===== config.mk =====
export PLATFORM = sky130hd
export DESIGN_NAME = tl_lamp_monitor
export DESIGN_NICKNAME = d
export VERILOG_FILES = /design/src/rtl/tl_pkg.sv /design/src/rtl/tl_phase_decode.sv /design/src/rtl/tl_lamp_monitor.sv
export SDC_FILE = /design/constraint.sdc
export NUM_CORES = 1
export LEC_CHECK = 0
export CAP_MARGIN = 20
export CORE_MARGIN = 5
export CORE_UTILIZATION = 43
export CTS_CLUSTER_SIZE = 10
export DETAILED_ROUTE_END_ITERATION = 10
export PLACE_DENSITY = 0.75
export SYNTH_ARGS = -nofsm -noshare
export SYNTH_HDL_FRONTEND = slang
export SYNTH_SLANG_ARGS = --single-unit

===== constraint.sdc =====
create_clock -name clk -period 1.7 [get_ports clk]
set_input_delay 0.51 -clock clk [delete_from_list [all_inputs] [get_ports clk]]
set_output_delay 0.51 -clock clk [all_outputs]
set_load 0.1 [all_outputs]

===== src/rtl/tl_pkg.sv =====
// Shared definitions for the traffic-light lamp monitor: phase encoding,
// default dwell bounds and the legal phase-transition rule.
package tl_pkg;

  localparam logic [2:0] P_R1G = 3'd0;
  localparam logic [2:0] P_R1Y = 3'd1;
  localparam logic [2:0] P_R2G = 3'd2;
  localparam logic [2:0] P_R2Y = 3'd3;
  localparam logic [2:0] P_FG  = 3'd4;
  localparam logic [2:0] P_FY  = 3'd5;
  localparam logic [2:0] P_BAD = 3'd7;

  localparam int unsigned Y_MIN_DEF = 3;
  localparam int unsigned Y_MAX_DEF = 3;
  localparam int unsigned G_MAX_DEF = 15;
  localparam int unsigned CW_DEF    = 5;

  // c is the sensor value seen in the last cycle of the phase being left.
  function automatic logic legal_trans(input logic [2:0] prev, input logic [2:0] next,
                                       input logic c);
    logic ok;
    ok = 1'b0;
    case (prev)
      P_R1G:   ok = (next == P_R1Y);
      P_R1Y:   ok = c ? (next == P_FG) : (next == P_R2G);
      P_R2G:   ok = (next == P_R2Y);
      P_R2Y:   ok = c ? (next == P_FG) : (next == P_R1G);
      P_FG:    ok = (next == P_FY);
      P_FY:    ok = (next == P_R1G);
      default: ok = 1'b0;
    endcase
    return ok;
  endfunction

  function automatic logic is_yellow(input logic [2:0] p);
    return (p == P_R1Y) || (p == P_R2Y) || (p == P_FY);
  endfunction

  function automatic logic is_green(input logic [2:0] p);
    return (p == P_R1G) || (p == P_R2G) || (p == P_FG);
  endfunction

endpackage


===== src/rtl/tl_phase_decode.sv =====
// Combinational nine-lamp decoder: maps the lamp pattern to a phase code and
// flags malformed roads (not one-hot) and conflicting go-signals.
module tl_phase_decode
  import tl_pkg::*;
(
  input  logic       R1G,
  input  logic       R1Y,
  input  logic       R1R,
  input  logic       R2G,
  input  logic       R2Y,
  input  logic       R2R,
  input  logic       FG,
  input  logic       FY,
  input  logic       FR,
  output logic [2:0] phase,
  output logic       onehot_bad,
  output logic       conflict
);

  logic [2:0] non_red;

  // Decode the single non-red lamp; anything ambiguous or all-red is BAD.
  always_comb begin
    non_red    = {~R1R, ~R2R, ~FR};
    onehot_bad = !($onehot({R1G, R1Y, R1R}) && $onehot({R2G, R2Y, R2R}) &&
                   $onehot({FG, FY, FR}));
    conflict   = !$onehot0(non_red);
    phase      = P_BAD;
    if (!onehot_bad && !conflict) begin
      if (!R1R)      phase = R1Y ? P_R1Y : P_R1G;
      else if (!R2R) phase = R2Y ? P_R2Y : P_R2G;
      else if (!FR)  phase = FY ? P_FY : P_FG;
    end
  end

endmodule


===== src/rtl/tl_lamp_monitor.sv =====
// Passive checker for the traffic-light lamp interface. Registers the decoded
// phase and its dwell, and raises sticky flags for safety, sequencing and
// timing violations. Optional statistics counters: TL_MON_STATS_EN.
module tl_lamp_monitor
  import tl_pkg::*;
#(
  parameter int unsigned Y_MIN = Y_MIN_DEF,
  parameter int unsigned Y_MAX = Y_MAX_DEF,
  parameter int unsigned G_MAX = G_MAX_DEF,
  parameter int unsigned CW    = CW_DEF
) (
  input  logic          clk,
  input  logic          rst_n,
  input  logic          R1G,
  input  logic          R1Y,
  input  logic          R1R,
  input  logic          R2G,
  input  logic          R2Y,
  input  logic          R2R,
  input  logic          FG,
  input  logic          FY,
  input  logic          FR,
  input  logic          c,
  input  logic          clr,
  output logic [2:0]    phase,
  output logic [CW-1:0] dwell,
  output logic          err_onehot,
  output logic          err_conflict,
  output logic          err_seq,
  output logic          err_timing,
  output logic          err_any
`ifdef TL_MON_STATS_EN
  ,
  output logic [7:0]    farm_serv,
  output logic [7:0]    rounds
`endif
);

  localparam logic [CW-1:0] DwellOne = CW'(1);
  localparam logic [CW-1:0] DwellMax = {CW{1'b1}};
  localparam logic [CW-1:0] YMinW    = CW'(Y_MIN);
  localparam logic [CW-1:0] YMaxW    = CW'(Y_MAX);
  localparam logic [CW-1:0] GMaxW    = CW'(G_MAX);

  logic [2:0]    dec_phase;
  logic          oh_bad, conflict;
  // phase_q also serves as the previous phase for transition checks.
  logic [2:0]    phase_q;
  logic [CW-1:0] dwell_q, dwell_d;
  logic          first_q, c_q;
  logic          oh_q, cf_q, seq_q, tim_q;
  logic          v_seq, v_tim, legal_entry;

  tl_phase_decode u_decode (
    .R1G        (R1G),
    .R1Y        (R1Y),
    .R1R        (R1R),
    .R2G        (R2G),
    .R2Y        (R2Y),
    .R2R        (R2R),
    .FG         (FG),
    .FY         (FY),
    .FR         (FR),
    .phase      (dec_phase),
    .onehot_bad (oh_bad),
    .conflict   (conflict)
  );

  // Next dwell value plus sequencing and timing violations for this sample.
  always_comb begin
    dwell_d     = dwell_q;
    legal_entry = 1'b0;
    v_tim       = 1'b0;
    // All-red decodes to BAD without a lamp-level fault.
    v_seq       = (dec_phase == P_BAD) && !oh_bad && !conflict;
    if (first_q) begin
      dwell_d = DwellOne;
      if (dec_phase != P_R1G) v_seq = 1'b1;
    end else if (dec_phase != phase_q) begin
      dwell_d = DwellOne;
      if (phase_q != P_BAD && dec_phase != P_BAD) begin
        if (legal_trans(phase_q, dec_phase, c_q)) legal_entry = 1'b1;
        else                                     v_seq       = 1'b1;
      end
      if (is_yellow(phase_q) && dwell_q < YMinW) v_tim = 1'b1;
    end else begin
      if (dwell_q != DwellMax) dwell_d = dwell_q + DwellOne;
      if (is_yellow(phase_q) && dwell_d > YMaxW) v_tim = 1'b1;
      if (is_green(phase_q) && dwell_d > GMaxW)  v_tim = 1'b1;
    end
  end

  // Phase/dwell tracking and sticky flags; a new violation beats clr.
  always_ff @(posedge clk or negedge rst_n) begin
    if (!rst_n) begin
      phase_q <= P_R1G;
      dwell_q <= '0;
      first_q <= 1'b1;
      c_q     <= 1'b0;
      oh_q    <= 1'b0;
      cf_q    <= 1'b0;
      seq_q   <= 1'b0;
      tim_q   <= 1'b0;
    end else begin
      phase_q <= dec_phase;
      dwell_q <= dwell_d;
      first_q <= 1'b0;
      c_q     <= c;
      oh_q    <= (oh_q  & ~clr) | oh_bad;
      cf_q    <= (cf_q  & ~clr) | conflict;
      seq_q   <= (seq_q & ~clr) | v_seq;
      tim_q   <= (tim_q & ~clr) | v_tim;
    end
  end

  assign phase        = phase_q;
  assign dwell        = dwell_q;
  assign err_onehot   = oh_q;
  assign err_conflict = cf_q;
  assign err_seq      = seq_q;
  assign err_timing   = tim_q;
  assign err_any      = oh_q | cf_q | seq_q | tim_q;

`ifdef TL_MON_STATS_EN
  logic [7:0] farm_q, rounds_q;

  // Count legal entries into FG and R1G (the first R1G is not a transition).
  always_ff @(posedge clk or negedge rst_n) begin
    if (!rst_n) begin
      farm_q   <= '0;
      rounds_q <= '0;
    end else if (legal_entry) begin
      if (dec_phase == P_FG)  farm_q   <= farm_q + 8'd1;
      if (dec_phase == P_R1G) rounds_q <= rounds_q + 8'd1;
    end
  end

  assign farm_serv = farm_q;
  assign rounds    = rounds_q;
`endif

endmodule


After elaboration in Yosys (flattened, before gate mapping)
Index checks and enable logic that the tools add are counted.

Flip-flop bits (word level): 14. Latch bits: 0. RAM bits: 0. ROM bits: 0. Input port bits: 13. Output and inout port bits: 13. Word-level logic and storage cells: 100. Memories kept: 0.

Add/sub/neg operators: 9. Multipliers: 0. Div/mod/pow operators: 0. Magnitude comparators: 4. Eq/ne operators: 18. Shift operators: 0. Muxes and demuxes: 28. Bitwise operators: 15. Reduce and logical (&&, ||, !) cells: 18.

Operators with widths (count): 5-bit two-way mux (5); 1-bit two-way mux (18); 3-bit equality test (second input constant) (5); 3-bit by 2-bit equality test with 1-bit output (second input constant) (4); 3-bit two-way mux (4); 1-bit logical AND (9); 1-bit by 1-bit adder with 2-bit output (4); 2-bit by 1-bit adder with 2-bit output (4); 1-bit OR (7); 2-bit by 1-bit equality test with 1-bit output (second input constant) (3); 3-bit by 1-bit equality test with 1-bit output (second input constant) (2); 3-bit logical NOT (2); 3-bit inequality test (second input constant) (2); 1-bit one-hot mux with 6 select lines (1); 5-bit by 1-bit adder with 5-bit output (second input constant) (1); 5-bit by 2-bit greater-than comparator with 1-bit output (second input constant) (1); 5-bit by 4-bit greater-than comparator with 1-bit output (second input constant) (1); 5-bit by 2-bit less-than comparator with 1-bit output (second input constant) (1); 5-bit inequality test (second input constant) (1); 1-bit bitwise AND (4); 1-bit logical OR (4); 1-bit NOT (4); 3-bit inequality test (1); 3-bit nonzero test (1); other kinds (2) (3).

Longest topological paths before layout
Gate-level depths: netlist (run 1).

Word-level depth: 18. Gate-level depth with buffers: 9. Gate-level depth less buffers: 8.

Hierarchy
Synthesis (run 1) repeated with hierarchy kept, for this count alone.

Cells, all modules: 100. Area total of the unflattened synthesis: 947.2 µm².

By module, submodules not included: tl_lamp_monitor (times used 1, cells each 75, area an instance 744.5 µm², seq. area each 351.6 µm²); tl_phase_decode (times used 1, cells each 25, area an instance 202.7 µm², seq. area each 0.0 µm²).

Least setup slack after synthesis (run 1)
OpenSTA, ideal clock, no wires.

Kind: in2reg. From: input port R1R. To: register tim_q, in the netlist err_timing. Library setup time: 0.123 ns. Arrival time: 2.803 ns. Data required time: 1.577 ns. Slack: -1.226 ns. Cell stages on the path: 9. Path buffers: 1. Cell sequence: buf_2 -> inv_1 -> fa_1 -> and4bb_1 -> nor4b_4 -> nand2_4 -> xor2_1 -> or4_1 -> a32o_1.

Longest elaborated chain between the ends: 11. Elaborated cells between the ends (all ways): 15. Those cells by class: 3 x add/sub; 1 x order compare; 2 x eq/ne; 4 x mux; 2 x bitwise; 3 x reduce/logical.

RTL lines: from (decl) (line tl_lamp_monitor.sv:16) `input logic R1R,`; 1-bit by 1-bit adder with 2-bit output (implied by the code) (line tl_phase_decode.sv:25) `onehot_bad = !($onehot({R1G, R1Y, R1R}) && $onehot({R2G, R2Y, R2R}) &&`; 2-bit by 1-bit adder with 2-bit output (implied by the code) (line tl_phase_decode.sv:25); 2-bit by 1-bit equality test with 1-bit output (line tl_phase_decode.sv:25); 1-bit logical AND (2 in series) (line tl_phase_decode.sv:25); 1-bit logical AND (line tl_phase_decode.sv:29) `if (!onehot_bad && !conflict) begin`; 3-bit two-way mux (*) (line tl_phase_decode.sv:29); named net dec_phase[1] (line tl_lamp_monitor.sv:45) `logic [2:0] dec_phase;`; 3-bit inequality test (*) (line tl_lamp_monitor.sv:79) `end else if (dec_phase != phase_q) begin`; 1-bit two-way mux (*) (line tl_lamp_monitor.sv:79); 1-bit two-way mux (*) (line tl_lamp_monitor.sv:76) `if (first_q) begin`; 1-bit OR (*) (line tl_lamp_monitor.sv:112) `tim_q <= (tim_q & ~clr) | v_tim;`; to (signal assigned) (line tl_lamp_monitor.sv:112); to (decl) (line tl_lamp_monitor.sv:51) `logic oh_q, cf_q, seq_q, tim_q;`.

The timed path passes the listed nets; every way through them passes the cells marked *.

Worst setup path after layout (run 1)
From: input port R1G. To: register dwell_q[0], in the netlist dwell[0].

Longest elaborated chain between the ends: 9.

RTL lines: from (decl) (line tl_lamp_monitor.sv:14) `input logic R1G,`; 2-bit by 1-bit adder with 2-bit output (implied by the code) (line tl_phase_decode.sv:25); 2-bit by 1-bit equality test with 1-bit output (line tl_phase_decode.sv:25); 1-bit logical AND (2 in series) (line tl_phase_decode.sv:25); 1-bit logical AND (line tl_phase_decode.sv:29); 3-bit two-way mux (line tl_phase_decode.sv:29); named net dec_phase[1] (line tl_lamp_monitor.sv:45); 3-bit inequality test (line tl_lamp_monitor.sv:79); 5-bit two-way mux (line tl_lamp_monitor.sv:79); 5-bit two-way mux (line tl_lamp_monitor.sv:76); named net dwell_d[0] (line tl_lamp_monitor.sv:49) `logic [CW-1:0] dwell_q, dwell_d;`; to (signal assigned) (line tl_lamp_monitor.sv:106) `dwell_q <= dwell_d;`; to (decl) (line tl_lamp_monitor.sv:49).

The timed path passes the listed nets, and every way through them passes these cells.

==> impl_metrics.py, run 1 <==
metrics = {
    "placement": {
        "io_buffers": 25,
        "globalplace.congestion": 0.946,
        "dp_cells": 187,
        "dp.final_hpwl_mm": 2.28,
        "place_area_um2": 1660,
    },
    "route": {
        "drc": 0,
        "drtIter0Drc": 70,
        "drtPass1Iterations": 4,
        "drt-vias-per-instance": 5.68,
        "wl_per_cell_um": 18.6,
        "wirelength_mm": 3.77,
        "dr_total_vias": 1154,
        "ant_nets": 0,
    },
    "synthesis": {
        "synth_area_leaders": "dfrtp_1 33%, fa_1 6.1%, inv_1 3.8%",
        "yosysMostFrequentCell": "dfrtp_1",
        "synth_area_um2": 985,
        "syn_nets": 125,
        "yosysSeqAreaShare_pct": 35.7,
        "syn_avg_cell_area_um2": 9.20,
        "netlist_top_cells_count": "13 x dfrtp_1, 10 x inv_1, 9 x nor2_1",
        "synth_top_area_share_pct": 33.0,
        "yosysTopAreaCell": "dfrtp_1",
        "synthArstFlopShare_pct": 100,
        "ys.flop_type": "dfrtp_1",
        "synth.distinct_cells": 43,
        "yosys_register_bits": 14,
        "ys_warn_count": 0,
        "synth_cells": 107,
        "synth_edf_count": 0,
    },
    "floorplanning": {
        "core-area_um2": 2190,
        "start_util_pct": 44.9,
        "io_pins": 26,
        "rows": 17,
        "fp.dieW_um": 57.9,
        "chipHeight_um": 57.9,
        "die_area_um2": 3350,
    },
    "final_layout": {
        "fillerInstances": 111,
        "antenna_cells": 0,
        "drive_above_1_share_pct": 57.7,
        "regArea_um2": 359,
        "final_cells": 203,
        "final_area_um2": 1850,
        "area_delta_synth_final_pct": 88.1,
        "multi_input_area_um2": 671,
        "nNetsFinal": 194,
    },
    "clock_tree": {
        "clockRootBuffer": "clkbuf_4",
        "tritoncts": "built",
        "cts_buffers": 3,
        "clockBufferDepth": 2,
        "path_clk_slew_ns": 0.11,
        "cts.htree.levels": 1,
        "cts_sinks": 14,
        "hold_buffers": 0,
        "clk_latency_ns": 0.30,
    },
    "power": {
        "ir_worst_vdd_v": 0.000551,
        "p_leak_uw": 0.000865,
        "power_density_nw_per_um2": 630,
        "fin_total_pwr_uw": 1170,
    },
    "grt": {
        "grtUsageTotal_pct": 23.7,
        "grt_pass1_vias": 1206,
        "grt_max_degree": 15,
        "antenna_found_initial": 0,
        "grt.overflow.total": 0,
        "grt_pass1_wl_mm": 6.05,
    },
    "sta": {
        "setup_viol": 11,
        "fin_crit_ns": 2.52,
        "max_freq_mhz": 397,
        "min_period_over_period_pct": 148,
        "drv_slew": 0,
        "fin_tns_setup_ns": -6.09,
        "rsz0062_at_grt": "yes",
        "fin_ws_ns": -0.820,
        "hold_viol_final": 0,
        "skew_ns": 0.0157,
    },
    "critical_path": {
        "path_max_fanout": 5,
        "critPathLaunch": "R1G",
        "cp-start-kind": "input pin",
        "crit_type": "input pin to flip-flop",
        "cp-end-kind": "flip-flop",
        "r2r_start": "phase[2]",
        "arrival_ns": 2.70,
        "worstPathRequired_ns": 1.88,
    },
    "worst_hold_path": {
        "hold_class": "input pin to asynchronous set/reset pin",
    },
    "run_status": {
        "violations": "setup timing",
        "outcome": "finished, violations left",
    },
    "job": {
        "maxCapViolations": 0,
    },
}
[what timing repair did]
item,4_1_cts,5_1_grt
setup endpoints to repair,13,12
pin swaps,12,6
setup buffers,8,6
gates resized for setup,55,13
[flip-flops by register name, summed over array words and instances, names as in the netlist]
name          cells
c_q               1
err_conflict      1
err_timing        1
first_q           1
dwell             5
err_onehot        1
phase             3
err_seq           1
[worst max-delay path: stages]
cell and delay (ns):
buf_6 0.07, inv_2 0.03, fa_1 0.46, and4bb_1 0.31
nor4b_4 0.22, buf_6 0.16, nand2_4 0.07, xor2_4 0.16
buf_6 0.13, or3_4 0.43, nand2b_4 0.16
[per-layer routing]
layer / track usage [%] / vias to the layer above / routed length, um
met5: 0 / - / 0
met4: 7.28 / 0 / 83
met3: 2.90 / 10 / 272
met2: 41.8 / 68 / 1890
met1: 29.9 / 561 / 1520
li1: - / 515 / -
[cells by family after synthesis]
kind of cell	synth area share [%]
compound gates	19.1
buf+inv	5.46
xor+xnor	3.56
flops	35.7
simple gates	26.2
other cells	0.381
fa+ha+maj	8.64
mux	1.02
[stage by stage]
step,setup WS (ns),util (%),hold slack (ns)
final,-0.820,84.5,0.512
after global routing,-0.877,84.5,0.529
after CTS,-0.832,81.1,0.525
after detailed placement,-1.48,75.6,0.555
after global placement,-1.44,75.6,0.551
after floorplan,-1.08,-,0.214
[cells in the final DEF (no fill, tap or decap), drive strengths merged]
cell	n
o21ai	6
dfstp	1
o211ai	1
nand3	4
nand2	6
a21oi	7
a21o	1
nor2b	4
dfrtp	13
a21bo	1
a211o	2
nand2b	3
a22oi	2
xor2	2
clkbuf	4
fa	3
a32o	1
xnor2	2
o32ai	1
clkdlybuf4s50	3
or4	2
and3b	1
ha	2
a311oi	1
buf	64
nor4b	2
conb	1
and3	2
o21a	2
o221ai	1
a211oi	1
and2	1
and4bb	1
or3	2
nor2	9
nand4	1
inv	10
nand3b	3
a31oi	1
mux2i	1
[final timing paths]
path	cells past startpoint	slack, ns	to
setup / recovery	11	-0.82	dwell[0]
hold / removal	2	0.51	err_onehot
setup reg to reg	6	-0.25	err_timing
hold reg to reg	2	0.58	err_onehot
max in group asynchronous	2	0.92	first_q
min in group clk	2	0.58	err_onehot
[where the power goes]
group / switching, uW / total [uW] / internal, uW
Clock: 134 / 265 / 131
Combinational: 295 / 521 / 226
Sequential: 25.3 / 380 / 355
Total: 454 / 1170 / 712
[area by class of cell]
class / instances / share of cell area (%)
sequential: 14 / 19.4
clock buffer: 4 / 1.96
timing repair buffer: 67 / 38.2
inverter: 10 / 2.30
tap: 28 / 1.89
multi-input combinational: 80 / 36.2
(Power assumes the default switching activity.)
==> inputs of run 2 (changes only) <==
--- a/config.mk
+++ b/config.mk
@@ -10,6 +10,7 @@
 export CORE_UTILIZATION = 43
 export CTS_CLUSTER_SIZE = 10
 export DETAILED_ROUTE_END_ITERATION = 10
+export GPL_TIMING_DRIVEN = 0
 export PLACE_DENSITY = 0.75
 export SYNTH_ARGS = -nofsm -noshare
 export SYNTH_HDL_FRONTEND = slang
==> run 2 against run 1 <==
Net effect: the flow still finishes with violations (setup timing); non-clock buffer count fell by 22; largest power group unchanged; cell count fell by 11%; sequential share of layout area rose by 4.3 points; highest routed layer unchanged; final area fell by 18%.
==> impl_metrics.py, run 2 (synthesis gave the netlist of run 1 again) <==
metrics = {
    "floorplanning": {
        "chipHeight_um": 57.9,
        "core-area_um2": 2190,
        "fp.dieW_um": 57.9,
        "start_util_pct": 44.9,
        "rows": 17,
        "io_pins": 26,
        "die_area_um2": 3350,
    },
    "power": {
        "p_leak_uw": 0.000682,
        "ir_worst_vdd_v": 0.000513,
        "power_density_nw_per_um2": 626,
    },
    "clock_tree": {
        "clockRootBuffer": "clkbuf_4",
        "cts_sinks": 14,
        "cts.htree.levels": 1,
        "cts_buffers": 3,
        "clk_latency_ns": 0.28,
        "tritoncts": "built",
        "clockBufferDepth": 2,
        "path_clk_slew_ns": 0.08,
    },
    "critical_path": {
        "cpMaxStageDelayCell": "fa_1",
        "crit_type": "input pin to flip-flop",
        "crit_path_cell_trace": "buf_8, buf_8, inv_4, fa_1, and4bb_1, nor4b_4, buf_6, nand2_8, xor2_4, buf_6, or3_4, nand2b_4",
        "cp-end-kind": "flip-flop",
        "worstPathRequired_ns": 1.86,
        "r2r_start": "phase[2]",
        "path_max_fanout": 6,
        "cp-start-kind": "input pin",
        "critPathMaxStageDelay_ns": 0.45,
        "arrival_ns": 2.77,
        "critPathLaunch": "R1R",
        "reg2reg_depth": 6,
    },
    "sta": {
        "setup_viol": 11,
        "fin_crit_ns": 2.61,
        "rsz0062_at_grt": "yes",
        "worst_slew_pin_slew_ns": 0.607,
        "hold_viol_final": 0,
        "skew_ns": 0.00689,
        "drv_slew": 0,
        "fin_tns_setup_ns": -7.18,
        "holdWs_ns": 0.541,
        "max-slew-margin-rel_pct": 59.4,
        "max_freq_mhz": 384,
        "fin_ws_ns": -0.905,
        "min_period_over_period_pct": 153,
    },
    "job": {
        "maxCapViolations": 0,
    },
    "route": {
        "drt-vias-per-instance": 5.57,
        "drc": 0,
        "drtIter0Drc": 36,
        "drtPass1Iterations": 4,
        "dr_total_vias": 1008,
        "wirelength_mm": 2.90,
        "wl_per_cell_um": 16.0,
        "ant_nets": 0,
    },
    "grt": {
        "grt_pass1_wl_mm": 4.94,
        "grt_max_degree": 15,
        "antenna_found_initial": 0,
        "grtUsageTotal_pct": 18.9,
        "grt_pass1_vias": 1092,
        "grt.overflow.total": 0,
    },
    "run_status": {
        "violations": "setup timing",
        "outcome": "finished, violations left",
    },
    "final_layout": {
        "final_area_um2": 1520,
        "layout_commonest_cell": "buf_4",
        "antenna_cells": 0,
        "drive_above_1_share_pct": 44.4,
        "largest_reg_flops": 5,
        "area_delta_synth_final_pct": 54.5,
        "nNetsFinal": 172,
        "layout_common_cells": "13 x buf_4, 9 x buf_6, 8 x dfrtp_1, 8 x buf_2",
        "regArea_um2": 360,
        "final_core_util_pct": 69.4,
        "fillerInstances": 162,
        "multi_input_area_um2": 663,
    },
    "worst_hold_path": {
        "hold_class": "flip-flop to flip-flop",
        "holdPathStages": 1,
        "min-delay-start": "err_conflict",
    },
    "placement": {
        "globalplace.congestion": 0.793,
        "io_buffers": 24,
        "dp.final_hpwl_mm": 1.82,
        "place_area_um2": 1320,
    },
}
-- run 2: changes by cell type in the layout (fill, tap and decap cells not counted), moves of 2 or more --
cell / change
nor2_2: -2
inv_2: -2
clkdlybuf4s15_1: +2
buf_12: -12
buf_8: +2
buf_2: +4
clkbuf_4: +4
clkbuf_1: +2
inv_1: +3
buf_4: -23
-- run 2: where the power goes --
| part | switching, uW | internal [uW] |
|---|---|---|
| clock | 98.7 | 91.1 |
| combinational | 255 | 130 |
| sequential | 21.7 | 355 |
| total | 376 | 576 |
-- run 2: layout make-up --
| class | instances | area share [%] |
|---|---|---|
| plain buffers | 3 | 2.22 |
| clock buffers | 4 | 1.73 |
| inverters | 10 | 2.63 |
| multi-input cells | 80 | 43.6 |
| flip-flops and latches | 14 | 23.7 |
| well taps | 28 | 2.30 |
| repair buffers | 42 | 23.8 |
-- run 2: worst paths after layout --
path                           endpoint  slack, ns
hold reg to reg            err_conflict       0.54
setup reg to reg             err_timing      -0.36
hold / removal             err_conflict       0.54
setup / recovery               dwell[0]      -0.91
max in group asynchronous    err_timing       0.65
min in group asynchronous    err_onehot       0.61
-- run 2: what timing repair did --
| item | 4_1_cts | 5_1_grt |
|---|---|---|
| hold buffers | 0 | 0 |
| resized for setup | 108 | 17 |
| buffers inserted | 14 | 4 |
| pin swaps | 10 | 5 |
| endpoints found under the setup margin | 25 | 18 |
-- run 2: critical path: cells and delay by family --
family | cells | cell delay [ns]
simple gates | 5 | 1.15
fa+ha+maj | 1 | 0.45
xor+xnor | 1 | 0.15
buf+inv | 5 | 0.49
-- run 2: metrics by stage --
step,std cells,setup slack [ns],power [uW]
final,181,-0.905,952
after global routing,181,-1.00,1010
after CTS,177,-0.899,945
after detailed placement,159,-1.84,751
after global placement,159,-1.77,742
after floorplan,107,-1.08,648
-- run 2: per-layer routing --
layer	vias to the layer above	track usage, %	routed length [um]
met5	-	0	0
met4	0	2.98	47
met3	10	5.79	158
met2	44	34.4	1480
met1	481	22.0	1210
li1	473	-	-
==> inputs of run 3 (changes only) <==
--- a/config.mk
+++ b/config.mk
@@ -6,12 +6,13 @@
 export NUM_CORES = 1
 export LEC_CHECK = 0
 export CAP_MARGIN = 20
+export CORE_ASPECT_RATIO = 0.5
 export CORE_MARGIN = 5
-export CORE_UTILIZATION = 43
+export CORE_UTILIZATION = 30
 export CTS_CLUSTER_SIZE = 10
 export DETAILED_ROUTE_END_ITERATION = 10
 export GPL_TIMING_DRIVEN = 0
-export PLACE_DENSITY = 0.75
+export SLEW_MARGIN = 40
 export SYNTH_ARGS = -nofsm -noshare
 export SYNTH_HDL_FRONTEND = slang
 export SYNTH_SLANG_ARGS = --single-unit
==> run 3 against run 2 <==
Net effect: clock-buffer cell count is the same; wire length shrank 10%; the flow still finishes with violations (setup timing); register-to-register slack gained 0.07 ns; largest power group is now sequential cells; hold slack lost 0.018 ns; cell count grew 4.4%.
==> impl_metrics.py, run 3 (synthesis gave the netlist of run 1 again) <==
metrics = {
    "run_status": {
        "outcome": "finished, violations left",
        "violations": "setup timing",
    },
    "final_layout": {
        "largest_reg_flops": 5,
        "area_delta_synth_final_pct": 49.8,
        "layout_commonest_cell": "buf_4",
        "nNetsFinal": 168,
        "drive_above_1_share_pct": 45.0,
        "regArea_um2": 359,
        "multi_input_area_um2": 638,
        "antenna_cells": 0,
        "layout_common_cells": "14 x buf_4, 11 x buf_2, 9 x dfrtp_1",
        "fillerInstances": 295,
    },
    "route": {
        "m1WireLength_mm": 1.24,
        "top_layer": "met4",
        "wl_per_cell_um": 13.8,
        "ant_nets": 0,
        "drt-vias-per-instance": 5.06,
        "drc": 0,
        "wl_met2_mm": 1.19,
        "wirelength_mm": 2.61,
        "met3WireLength_um": 171,
        "drtPass1Iterations": 4,
        "dr_total_vias": 956,
        "drtIter0Drc": 52,
    },
    "critical_path": {
        "worstPathRequired_ns": 1.83,
        "cp_top_family": "simple AND/OR/NAND/NOR gates",
        "reg2reg_depth": 6,
        "r2r_start": "phase[2]",
        "critPathMaxStageDelay_ns": 0.51,
        "cpMostUsedCell": "buf_8",
        "crit_path_cell_trace": "buf_8, buf_8, clkinv_4, fa_1, and4bb_1, nor4b_4, buf_4, buf_6, a22oi_2, or4_1, a32o_1",
        "cp-start-kind": "input pin",
        "reg2reg_slack_ns": -0.29,
        "cpMaxStageDelayCell": "or4_1",
        "cp-end-kind": "flip-flop",
        "path_max_fanout": 4,
        "rr_endpoint": "err_timing",
        "arrival_ns": 2.76,
        "crit_type": "input pin to flip-flop",
        "crit_buf_inv": 5,
    },
    "sta": {
        "holdWs_ns": 0.523,
        "fin_crit_ns": 2.62,
        "fin_tns_setup_ns": -6.81,
        "max-slew-margin-rel_pct": 57.9,
        "hold_viol_final": 0,
        "min_period_over_period_pct": 154,
        "drv_slew": 0,
        "max_freq_mhz": 381,
        "setup_viol": 11,
        "rsz0062_at_grt": "yes",
        "worst_slew_pin_slew_ns": 0.630,
        "skew_ns": 0.00229,
        "fin_ws_ns": -0.924,
    },
    "placement": {
        "dp.final_hpwl_mm": 1.83,
        "globalplace.congestion": 0.882,
        "io_buffers": 24,
    },
    "worst_hold_path": {
        "min_to": "err_conflict",
        "min-delay-start": "err_conflict",
        "holdPathStages": 1,
        "hold_class": "flip-flop to flip-flop",
    },
    "floorplanning": {
        "rows": 14,
        "core-area_um2": 3080,
        "die_area_um2": 4600,
        "start_util_pct": 31.9,
        "fp.dieW_um": 91.0,
        "io_pins": 26,
        "chipHeight_um": 50.5,
    },
    "clock_tree": {
        "clockRootBuffer": "clkbuf_8",
        "cts_buffers": 3,
        "cts_sinks": 14,
        "path_clk_slew_ns": 0.06,
        "clockBufferDepth": 2,
        "cts.htree.levels": 1,
        "tritoncts": "built",
        "clk_latency_ns": 0.25,
    },
    "power": {
        "ir_worst_vdd_v": 0.000408,
        "p_leak_uw": 0.000667,
        "power_density_nw_per_um2": 729,
    },
    "grt": {
        "antenna_found_initial": 0,
        "grt_pass1_vias": 939,
        "grt_pass1_wl_mm": 4.49,
        "grt.overflow.total": 0,
        "grt_max_degree": 15,
        "grtUsageTotal_pct": 12.1,
    },
    "job": {
        "maxCapViolations": 0,
    },
}
## run 3: metrics by stage
| step | setup slack [ns] | instance area, um2 | util (%) | instances | total power [uW] |
|---|---|---|---|---|---|
| floorplan | -1.08 | 1040 | - | 107 | 648 |
| global placement | -1.82 | 1340 | 43.3 | 171 | 747 |
| detailed placement | -1.83 | 1270 | 41.2 | 171 | 732 |
| CTS | -0.972 | 1430 | 46.4 | 185 | 1080 |
| global route | -1.01 | 1480 | 47.8 | 189 | 1140 |
| finish | -0.924 | 1480 | 47.8 | 189 | 1080 |
## run 3: power by group
part	leakage [uW]	internal, uW	switching, uW
registers	0.000154	355	21.3
clock network	0.0000288	205	122
logic	0.000484	125	247
total	0.000667	686	390
## run 3: layout make-up
| class | instances | area share, % |
|---|---|---|
| Sequential cell | 14 | 24.3 |
| Timing Repair Buffer | 38 | 20.4 |
| Inverter | 10 | 2.88 |
| Tap cell | 40 | 3.39 |
| Buffer | 3 | 2.04 |
| Multi-Input combinational cell | 80 | 43.3 |
| Clock buffer | 4 | 3.73 |
## run 3: worst max-delay path by stage
stage          start          to  slack (ns)  depth (start not counted)
3_3_place_gp     R1R  err_timing       -1.82                         10
5_1_grt          R1R  err_timing       -1.01                         11
3_5_place_dp     R1R  err_timing       -1.83                         10
6_report         R1R  err_timing       -0.92                         11
4_1_cts          R1R  err_timing       -0.97                         11
2_1_floorplan    R1R  err_timing       -1.08                          9
## run 3: metal layers
layer / up-vias / global-route usage (%)
li1: 462 / -
met3: 4 / 4.18
met4: 0 / 1.46
met5: - / 0
met1: 466 / 16.5
met2: 24 / 19.3
## run 3: repair_timing
action / 4_1_cts / 5_1_grt
setup endpoints to repair: 17 / 12
gates resized for setup: 41 / 12
hold buffers: 0 / 0
setup buffers: 10 / 5
cloned: 0 / 0
pin swaps: 11 / 5
